<file path="config.mk">
export PLATFORM = sky130hd
export DESIGN_NAME = pipe_stage_fifo_flat
export DESIGN_NICKNAME = d
export VERILOG_FILES = /design/src/rtl/pipe_stage_fifo_if.sv /design/src/rtl/pipe_stage_fifo.sv /design/src/flat_wrapper.sv
export SDC_FILE = /design/constraint.sdc
export NUM_CORES = 1
export LEC_CHECK = 0
export CAP_MARGIN = 20
export CORE_UTILIZATION = 50
export CTS_CLUSTER_SIZE = 28
export DETAILED_ROUTE_END_ITERATION = 12
export PLACE_DENSITY = 0.82
export SLEW_MARGIN = 25
export SYNTH_ARGS = -nofsm -noshare
export SYNTH_HDL_FRONTEND = slang
export SYNTH_SLANG_ARGS = --single-unit
</file>
<file path="constraint.sdc">
create_clock -name clk -period 19.8 [get_ports clk]
set_input_delay 1.98 -clock clk [delete_from_list [all_inputs] [get_ports clk]]
set_output_delay 1.98 -clock clk [all_outputs]
set_load 0.02 [all_outputs]
</file>
<file path="src/rtl/pipe_stage_fifo_if.sv">
`default_nettype none
// ============================================================================
// Module      : pipe_stage_fifo_if
// Description : Handshake and payload bundle for the pipeline-stage FIFO.
//               The upstream side offers {data, ctrl, flags} with in_valid,
//               and the downstream side consumes the head with out_ready.
//               master = surrounding pipeline, slave = the FIFO itself.
// Revision    : 1.0 - initial release
// ============================================================================
interface pipe_stage_fifo_if #(
    parameter int DATA_W = 64,
    parameter int CTRL_W = 8
);
    logic                  in_valid;
    logic                  in_ready;
    logic [2*DATA_W-1:0]   in_data;
    logic [CTRL_W-1:0]     in_ctrl;
    logic [3:0]            in_flags;

    logic                  out_valid;
    logic                  out_ready;
    logic [2*DATA_W-1:0]   out_data;
    logic [CTRL_W-1:0]     out_ctrl;
    logic [3:0]            out_flags;

    modport master (
        output in_valid, in_data, in_ctrl, in_flags, out_ready,
        input  in_ready, out_valid, out_data, out_ctrl, out_flags
    );

    modport slave (
        input  in_valid, in_data, in_ctrl, in_flags, out_ready,
        output in_ready, out_valid, out_data, out_ctrl, out_flags
    );
endinterface
`default_nettype wire

</file>
<file path="src/rtl/pipe_stage_fifo.sv">
`default_nettype none
// ============================================================================
// Module      : pipe_stage_fifo
// Description : Circular elastic buffer between two pipeline stages. Holds
//               {alu_result, operand_b}, a control bundle and NZCV flags.
//               Supports a global freeze (halt), a discard-all (flush), an
//               occupancy output and a saturating downstream-stall counter.
//               Optional macro PIPE_STAGE_FIFO_BYPASS_EN adds a zero-latency
//               path from input to output when the buffer is empty.
// Revision    : 1.0 - initial release
// ============================================================================
module pipe_stage_fifo #(
    parameter int DATA_W = 64,
    parameter int CTRL_W = 8,
    parameter int DEPTH  = 2
) (
    input  wire logic                    clk,
    input  wire logic                    rst,
    input  wire logic                    halt,
    input  wire logic                    flush,
    pipe_stage_fifo_if.slave             bus,
    output logic [$clog2(DEPTH):0]       count,
    output logic [15:0]                  stall_cnt
);

    localparam int c_PTR_W = $clog2(DEPTH);
    localparam int c_CNT_W = c_PTR_W + 1;
    localparam int c_ENT_W = 2*DATA_W + CTRL_W + 4;

    // Entry storage carries no reset; only pointers and counters are cleared.
    logic [c_ENT_W-1:0] mem_q [DEPTH];

    logic [c_PTR_W-1:0] wr_ptr_q, wr_ptr_d;
    logic [c_PTR_W-1:0] rd_ptr_q, rd_ptr_d;
    logic [c_CNT_W-1:0] count_q,  count_d;
    logic [15:0]        stall_q,  stall_d;

    logic               w_open;
    logic               w_held_valid;
    logic               w_bypass;
    logic               w_out_valid;
    logic               w_push;
    logic               w_pop;
    logic               w_skip;
    logic               w_store;
    logic               w_deq;
    logic [c_ENT_W-1:0] w_in_ent;
    logic [c_ENT_W-1:0] w_out_ent;

    assign w_open       = ~halt & ~flush;
    assign w_held_valid = (count_q != '0) & w_open;
    assign w_in_ent     = {bus.in_data, bus.in_ctrl, bus.in_flags};

`ifdef PIPE_STAGE_FIFO_BYPASS_EN
    assign w_bypass     = (count_q == '0) & bus.in_valid & w_open;
`else
    assign w_bypass     = 1'b0;
`endif

    assign w_out_valid  = w_held_valid | w_bypass;
    assign bus.in_ready = (count_q < c_CNT_W'(DEPTH)) & w_open;

    // A bypassed entry taken downstream in the same cycle never touches the
    // storage, so it neither advances the pointers nor changes the count.
    assign w_push       = bus.in_valid & bus.in_ready;
    assign w_pop        = w_out_valid & bus.out_ready;
    assign w_skip       = w_bypass & bus.out_ready;
    assign w_store      = w_push & ~w_skip;
    assign w_deq        = w_pop & ~w_skip;

    // Next-state for pointers, occupancy and stall counter (flush beats halt).
    always_comb begin
        wr_ptr_d = wr_ptr_q;
        rd_ptr_d = rd_ptr_q;
        count_d  = count_q;
        stall_d  = stall_q;
        if (flush) begin
            wr_ptr_d = '0;
            rd_ptr_d = '0;
            count_d  = '0;
        end else if (!halt) begin
            if (w_store) begin
                wr_ptr_d = wr_ptr_q + c_PTR_W'(1);
            end
            if (w_deq) begin
                rd_ptr_d = rd_ptr_q + c_PTR_W'(1);
            end
            case ({w_store, w_deq})
                2'b10:   count_d = count_q + c_CNT_W'(1);
                2'b01:   count_d = count_q - c_CNT_W'(1);
                default: count_d = count_q;
            endcase
            if (w_out_valid && !bus.out_ready && (stall_q != 16'hFFFF)) begin
                stall_d = stall_q + 16'd1;
            end
        end
    end

    // Control-state register with synchronous active-low reset.
    always_ff @(posedge clk) begin
        if (!rst) begin
            wr_ptr_q <= '0;
            rd_ptr_q <= '0;
            count_q  <= '0;
            stall_q  <= '0;
        end else begin
            wr_ptr_q <= wr_ptr_d;
            rd_ptr_q <= rd_ptr_d;
            count_q  <= count_d;
            stall_q  <= stall_d;
        end
    end

    // Write the accepted entry into the slot under the write pointer.
    always_ff @(posedge clk) begin
        if (rst && w_store) begin
            mem_q[wr_ptr_q] <= w_in_ent;
        end
    end

    // Head selection; payload forced to zero whenever nothing is presented.
    always_comb begin
        w_out_ent = '0;
        if (w_held_valid) begin
            w_out_ent = mem_q[rd_ptr_q];
        end
`ifdef PIPE_STAGE_FIFO_BYPASS_EN
        else if (w_bypass) begin
            w_out_ent = w_in_ent;
        end
`endif
    end

    assign bus.out_valid = w_out_valid;
    assign {bus.out_data, bus.out_ctrl, bus.out_flags} = w_out_ent;
    assign count     = count_q;
    assign stall_cnt = stall_q;

endmodule
`default_nettype wire

</file>
<file path="src/flat_wrapper.sv">
// flat-port wrapper written by rule: the top's interface ports become plain ports
module pipe_stage_fifo_flat 
#(
    parameter int DATA_W = 64,
    parameter int CTRL_W = 8,
    parameter int DEPTH  = 2
)
  (clk, rst, halt, flush, count, stall_cnt, bus_in_valid, bus_in_data, bus_in_ctrl, bus_in_flags, bus_out_ready, bus_in_ready, bus_out_valid, bus_out_data, bus_out_ctrl, bus_out_flags);
  pipe_stage_fifo_if #(.DATA_W(DATA_W), .CTRL_W(CTRL_W)) bus_i ();
  input  wire logic clk;
  input  wire logic rst;
  input  wire logic halt;
  input  wire logic flush;
  output logic [$clog2(DEPTH):0] count;
  output logic [15:0] stall_cnt;
  input wire logic [$bits(bus_i.in_valid)-1:0] bus_in_valid;
  input wire logic [$bits(bus_i.in_data)-1:0] bus_in_data;
  input wire logic [$bits(bus_i.in_ctrl)-1:0] bus_in_ctrl;
  input wire logic [$bits(bus_i.in_flags)-1:0] bus_in_flags;
  input wire logic [$bits(bus_i.out_ready)-1:0] bus_out_ready;
  output wire logic [$bits(bus_i.in_ready)-1:0] bus_in_ready;
  output wire logic [$bits(bus_i.out_valid)-1:0] bus_out_valid;
  output wire logic [$bits(bus_i.out_data)-1:0] bus_out_data;
  output wire logic [$bits(bus_i.out_ctrl)-1:0] bus_out_ctrl;
  output wire logic [$bits(bus_i.out_flags)-1:0] bus_out_flags;
  assign bus_i.in_valid = bus_in_valid;
  assign bus_i.in_data = bus_in_data;
  assign bus_i.in_ctrl = bus_in_ctrl;
  assign bus_i.in_flags = bus_in_flags;
  assign bus_i.out_ready = bus_out_ready;
  assign bus_in_ready = bus_i.in_ready;
  assign bus_out_valid = bus_i.out_valid;
  assign bus_out_data = bus_i.out_data;
  assign bus_out_ctrl = bus_i.out_ctrl;
  assign bus_out_flags = bus_i.out_flags;
  pipe_stage_fifo #(.DATA_W(DATA_W), .CTRL_W(CTRL_W), .DEPTH(DEPTH)) u_core (.clk(clk), .rst(rst), .halt(halt), .flush(flush), .bus(bus_i), .count(count), .stall_cnt(stall_cnt));
endmodule
</file>
Word level (Yosys, flattened, before mapping)
Memory sizes are Yosys's and may differ from the RTL's. A register that Yosys moved wholly into a read port is not among the register bits.
Cells that the tools add are included.
Word-level totals
  register bits after elaboration: 20
  word-level logic and storage cells: 39
  RAM bits: 280
  memories: 1
Operators by class
  bitwise operators: 8
  $add $sub $neg: 5
  muxes and demuxes: 6
  reductions and logical operators: 11
  order comparisons: 1
  equality and inequality tests: 3
Memories
  u_core.mem_q: words 2, width 140, read ports 1, clocked after memory_dff 1, write ports 1, RTL line pipe_stage_fifo.sv:31  | logic [c_ENT_W-1:0] mem_q [DEPTH];
Operators by type and width (count)
  two-way mux 140 bit: 1
  adder 16 x 1 -> 16 bit, second input constant: 1
  inequality test 16 bit, second input constant: 1
  AND reduction 2 bit: 3
  AND 1 bit: 5
  two-way mux 1 bit: 4
  one-hot mux 2 bit (2 select lines): 1
  nonzero test 2 bit: 2
  logical AND 1 bit: 3
  inverter 1 bit: 3
  AND reduction 3 bit: 1
  adder 1 bit, second input constant: 2
  adder 2 x 1 -> 2 bit, second input constant: 1
  == test 2 x 1 -> 1 bit, second input constant: 1
  == test 2 bit, second input constant: 1
  < comparator 2 bit, second input constant: 1
  OR reduction 2 bit: 1
  subtractor 2 x 1 -> 2 bit, second input constant: 1
  logical NOT 1 bit: 1

Depth between registers and ports, before layout
  depth in word-level cells: 7
  mapped depth: 6

Least setup slack after synthesis
No wires, ideal clock.
  path kind: input -> register
  start: input port halt
  end: memory u_core.mem_q[0][0] (netlist name), enable pin
  data arrival time: 8.719 ns
  path slack: 10.441 ns
  data required time: 19.159 ns
  buffers on the path: 0
  setup time: 0.641 ns
  stages on the path: 4
  path through: nor3_1 -> and2_0 -> nand2_1 -> nor2_1
On the way
  word-level cells in the longest chain between the ends: 7
Ends and longest elaborated chain
  start, declared: RTL line flat_wrapper.sv:12  | input wire logic halt;
  inverter 1 bit (no line)
  AND 1 bit: RTL line pipe_stage_fifo.sv:50  | assign w_open = ~halt & ~flush;
  AND 1 bit: RTL line pipe_stage_fifo.sv:61  | assign bus.in_ready = (count_q < c_CNT_W'(DEPTH)) & w_open;
  AND 1 bit: RTL line pipe_stage_fifo.sv:65  | assign w_push = bus.in_valid & bus.in_ready;
  logical AND 1 bit: RTL line pipe_stage_fifo.sv:116  | if (rst && w_store) begin
  two-way mux 1 bit: RTL line pipe_stage_fifo.sv:116
  two-way mux 1 bit (implied by the code): RTL line pipe_stage_fifo.sv:117  | mem_q[wr_ptr_q] <= w_in_ent;
  end, declared: RTL line pipe_stage_fifo.sv:31
No other way between the ends.

Worst setup path in the final report
  start: input port flush
  end: output port bus_out_data[123]
On the way
  word-level cells in the longest chain between the ends: 4
Ends and longest elaborated chain
  start, declared: RTL line flat_wrapper.sv:13  | input wire logic flush;
  inverter 1 bit: RTL line pipe_stage_fifo.sv:50
  AND 1 bit: RTL line pipe_stage_fifo.sv:50
  AND 1 bit: RTL line pipe_stage_fifo.sv:51  | assign w_held_valid = (count_q != '0) & w_open;
  two-way mux 140 bit: RTL line pipe_stage_fifo.sv:124  | if (w_held_valid) begin
  end, declared: RTL line flat_wrapper.sv:23  | output wire logic [$bits(bus_i.out_data)-1:0] bus_out_data;
No other way between the ends.

==> results.json <==
{
  "status": "complete, no violations",
  "clk_pin_slew_ps": 60,
  "grt_pass1_vias": 7254,
  "cts_hold_buf": 0,
  "cp_top_family": "buffers and inverters",
  "track_usage_pct": 21.0,
  "synth_warnings": 0,
  "cp.required_ps": 17820,
  "ir_drop_mv": 0.0736,
  "gr-total-overflow": 0,
  "path_depth": 6,
  "fill_cells": 1516,
  "drive_above_1_share_pct": 5.11,
  "antenna_found_initial": 1,
  "cts_buffer_depth": 3,
  "async_flop_share_pct": 0,
  "final_nets": 1181,
  "fin_ws_ps": 13000,
  "cp-end-kind": "output pin",
  "syn-instance-count": 725,
  "p_seq_share_pct": 54.9,
  "wirelength_um": 25500,
  "initial_core_util_pct": 51.0,
  "ys.flop_type": "edfxtp_1",
  "cts_inserted_buffers": 30,
  "worstMarginPinSlew_ps": 1040,
  "cts.sinks": 301,
  "fmax_mhz": 147,
  "pwr-share-clk_pct": 41.2,
  "dp_hpwl_um": 16700,
  "clock_latency_ps": 540,
  "netSwitchingFraction_pct": 18.8,
  "start_kind": "input pin",
  "rows": 55,
  "grt_pass1_wl_um": 38600,
  "cts_tree": "built",
  "root_buffer": "clkbuf_16",
  "netlist_area_um2": 11600,
  "core_area_um2": 22700,
  "synth_enable_flop_cells": 280,
  "vias": 7093,
  "holdPathStages": 2,
  "area_delta_synth_final_pct": 36.7,
  "drc": 0,
  "cts_resized": 0,
  "hold_viol": 0,
  "die_area_um2": 23800,
  "finalMaxSlewViolations": 0,
  "crit_chain": "clkdlybuf4s50_1 > nor2_1 > nand2_4 > buf_4 > nor2_1 > clkdlybuf4s50_1",
  "skew_ps": 7.97,
  "max_cap_violations": 0,
  "cp_max_fo": 77,
  "max_stage_delay_ps": 660,
  "p_int_mw": 1.04,
  "avgRoutedWirePerCell_um": 19.0,
  "via_per_inst": 5.29,
  "path_buf_inv": 3,
  "slew_headroom_pct": 30.4,
  "rsz0062_at_grt": "false",
  "gp_congestion": 0.780,
  "p_comb_share_pct": 3.9,
  "switchingPower_mw": 0.241,
  "synth.distinct_cells": 37,
  "ys_seq_elements": 301,
  "cts.htree.levels": 1,
  "arrival_ps": 4820,
  "reg2reg_depth": 5,
  "cts_setup_buffers": 0,
  "min_path_type": "reg -> reg",
  "p_leak_nw": 4.93,
  "dr.pass1.iters": 5,
  "setup_viol": 0,
  "drtIter0Drc": 470,
  "io_buffers": 305,
  "power_per_cell_area_nw_per_um2": 80.8,
  "io_pins": 306,
  "path_class": "in -> out",
  "fin_crit_ps": 6800,
  "fin_tns_setup_ps": 0,
  "synth_area_per_cell_um2": 16.0,
  "post-place-ws_ps": 13040,
  "crit_path_top_delay_cell": "clkdlybuf4s50_1",
  "die_h_um": 154,
  "grt_max_degree": 78,
  "ant_nets": 0,
  "fin_crit_sh_pct": 34.3,
  "synth-seq-area-share_pct": 76.2,
  "chipWidth_um": 154,
  "syn_nets": 872
}
[worst reg2reg max path, cell delays in order (launching register included)]
cell and delay, ps:
dfxtp_1 350, nor3_1 250, and2_0 330, nand2_1 150
nor2_4 590, buf_4 750
[worst paths after layout]
check | start | slack [ps] | to
max | flush | 13000 | bus_out_data[123]
min | u_core.stall_cnt[6] | 520 | u_core.stall_cnt[6]
max reg2reg | u_core.count[1] | 16960 | u_core.mem_q[0][7]
min reg2reg | u_core.stall_cnt[6] | 520 | u_core.stall_cnt[6]
[registers in the layout, summed over array words and instances (netlist names), named ones only]
signal and cells:
u_core.wr_ptr_q 1, u_core.count 2, u_core.rd_ptr_q 1, u_core.stall_cnt 16
u_core.mem_q 280
[cell usage in the layout (no fill, tap or decap), types with 4 or more instances in the layout]
cell type,synthesis,layout
clkdlybuf4s50_1,0,305
edfxtp_1,280,280
mux2i_1,147,147
nor2_1,147,146
clkbuf_16,0,31
dfxtp_1,21,20
clkbuf_1,15,13
nand2_1,12,11
a21oi_1,10,10
nand3_1,8,8
nand2b_1,8,8
buf_4,0,8
o21ai_0,7,7
or4_1,6,6
nor4_1,6,6
nand4_1,5,5
clkinv_2,0,5
or3_1,4,4
[cell usage after synthesis (all sizes together) (2+ instances only)]
cell type / n / area share, %
nor2: 147 / 4.8
nor3: 3 / 0.13
and4: 2 / 0.15
or3: 4 / 0.22
nor4: 7 / 0.51
a21oi: 10 / 0.43
buf: 20 / 0.81
o21ai: 7 / 0.30
nor4b: 2 / 0.15
nand2: 12 / 0.39
inv: 2 / 0.065
o31ai: 3 / 0.19
mux2i: 147 / 13
clkbuf: 16 / 0.53
and3: 2 / 0.11
or2: 3 / 0.16
nand4: 6 / 0.38
or4: 6 / 0.39
dfxtp: 21 / 3.6
nand3: 8 / 0.35
nand2b: 8 / 0.43
edfxtp: 280 / 73
[layout make-up]
class                   instances  area [µm²]  share of cell area (%)
flip-flops and latches        301        8830                    55.8
repair buffers                313        3110                    19.7
multi-input cells             385        2610                    16.5
clock buffers                  46         852                    5.38
well taps                     285         357                    2.25
clock inverters                 8        62.6                   0.395
inverters                       3        11.3                  0.0711
diodes                          1        2.50                  0.0158
[logic make-up after synthesis]
group / synth area share [%]
adders and majority gates: 0.108
DFF: 76.2
xor gates and xnor gates: 0.151
AOI/OAI and AO/OA: 1.07
buffers and inverters: 1.44
and+or+nand+nor: 8.32
muxes: 12.7
[per-stage QoR]
step                      utilization [%]  cell area [µm²]  hold slack (ps)  instances  power, mW
final                                69.7            15800              520       1342       1.28
after global routing                 69.7            15800              545       1342       1.32
after CTS                            69.7            15800              524       1341       1.29
after detailed placement             65.7            14900              510       1287      0.765
after global placement               65.7            14900              487       1287      0.763
after floorplan                         -            11600              472        725      0.728
[layer usage]
layer	wire [µm]	track usage, %	vias to the layer above
met1	9720	25.0	3417
met2	12900	35.8	265
li1	-	-	3339
met5	0	0	-
met4	1140	10.1	0
met3	1740	5.32	72
[power by group through the flow]
| stage | Combinational (mW) | Clock (mW) | Sequential [mW] |
|---|---|---|---|
| 6_report | 0.0493 | 0.527 | 0.703 |
| 5_1_grt | 0.0527 | 0.565 | 0.703 |
| 4_1_cts | 0.0495 | 0.539 | 0.703 |
| 3_5_place_dp | 0.0493 | 0 | 0.716 |
| 3_3_place_gp | 0.0471 | 0 | 0.716 |
| 2_1_floorplan | 0.0104 | 0 | 0.718 |
Power figures use the tool's default switching activity.
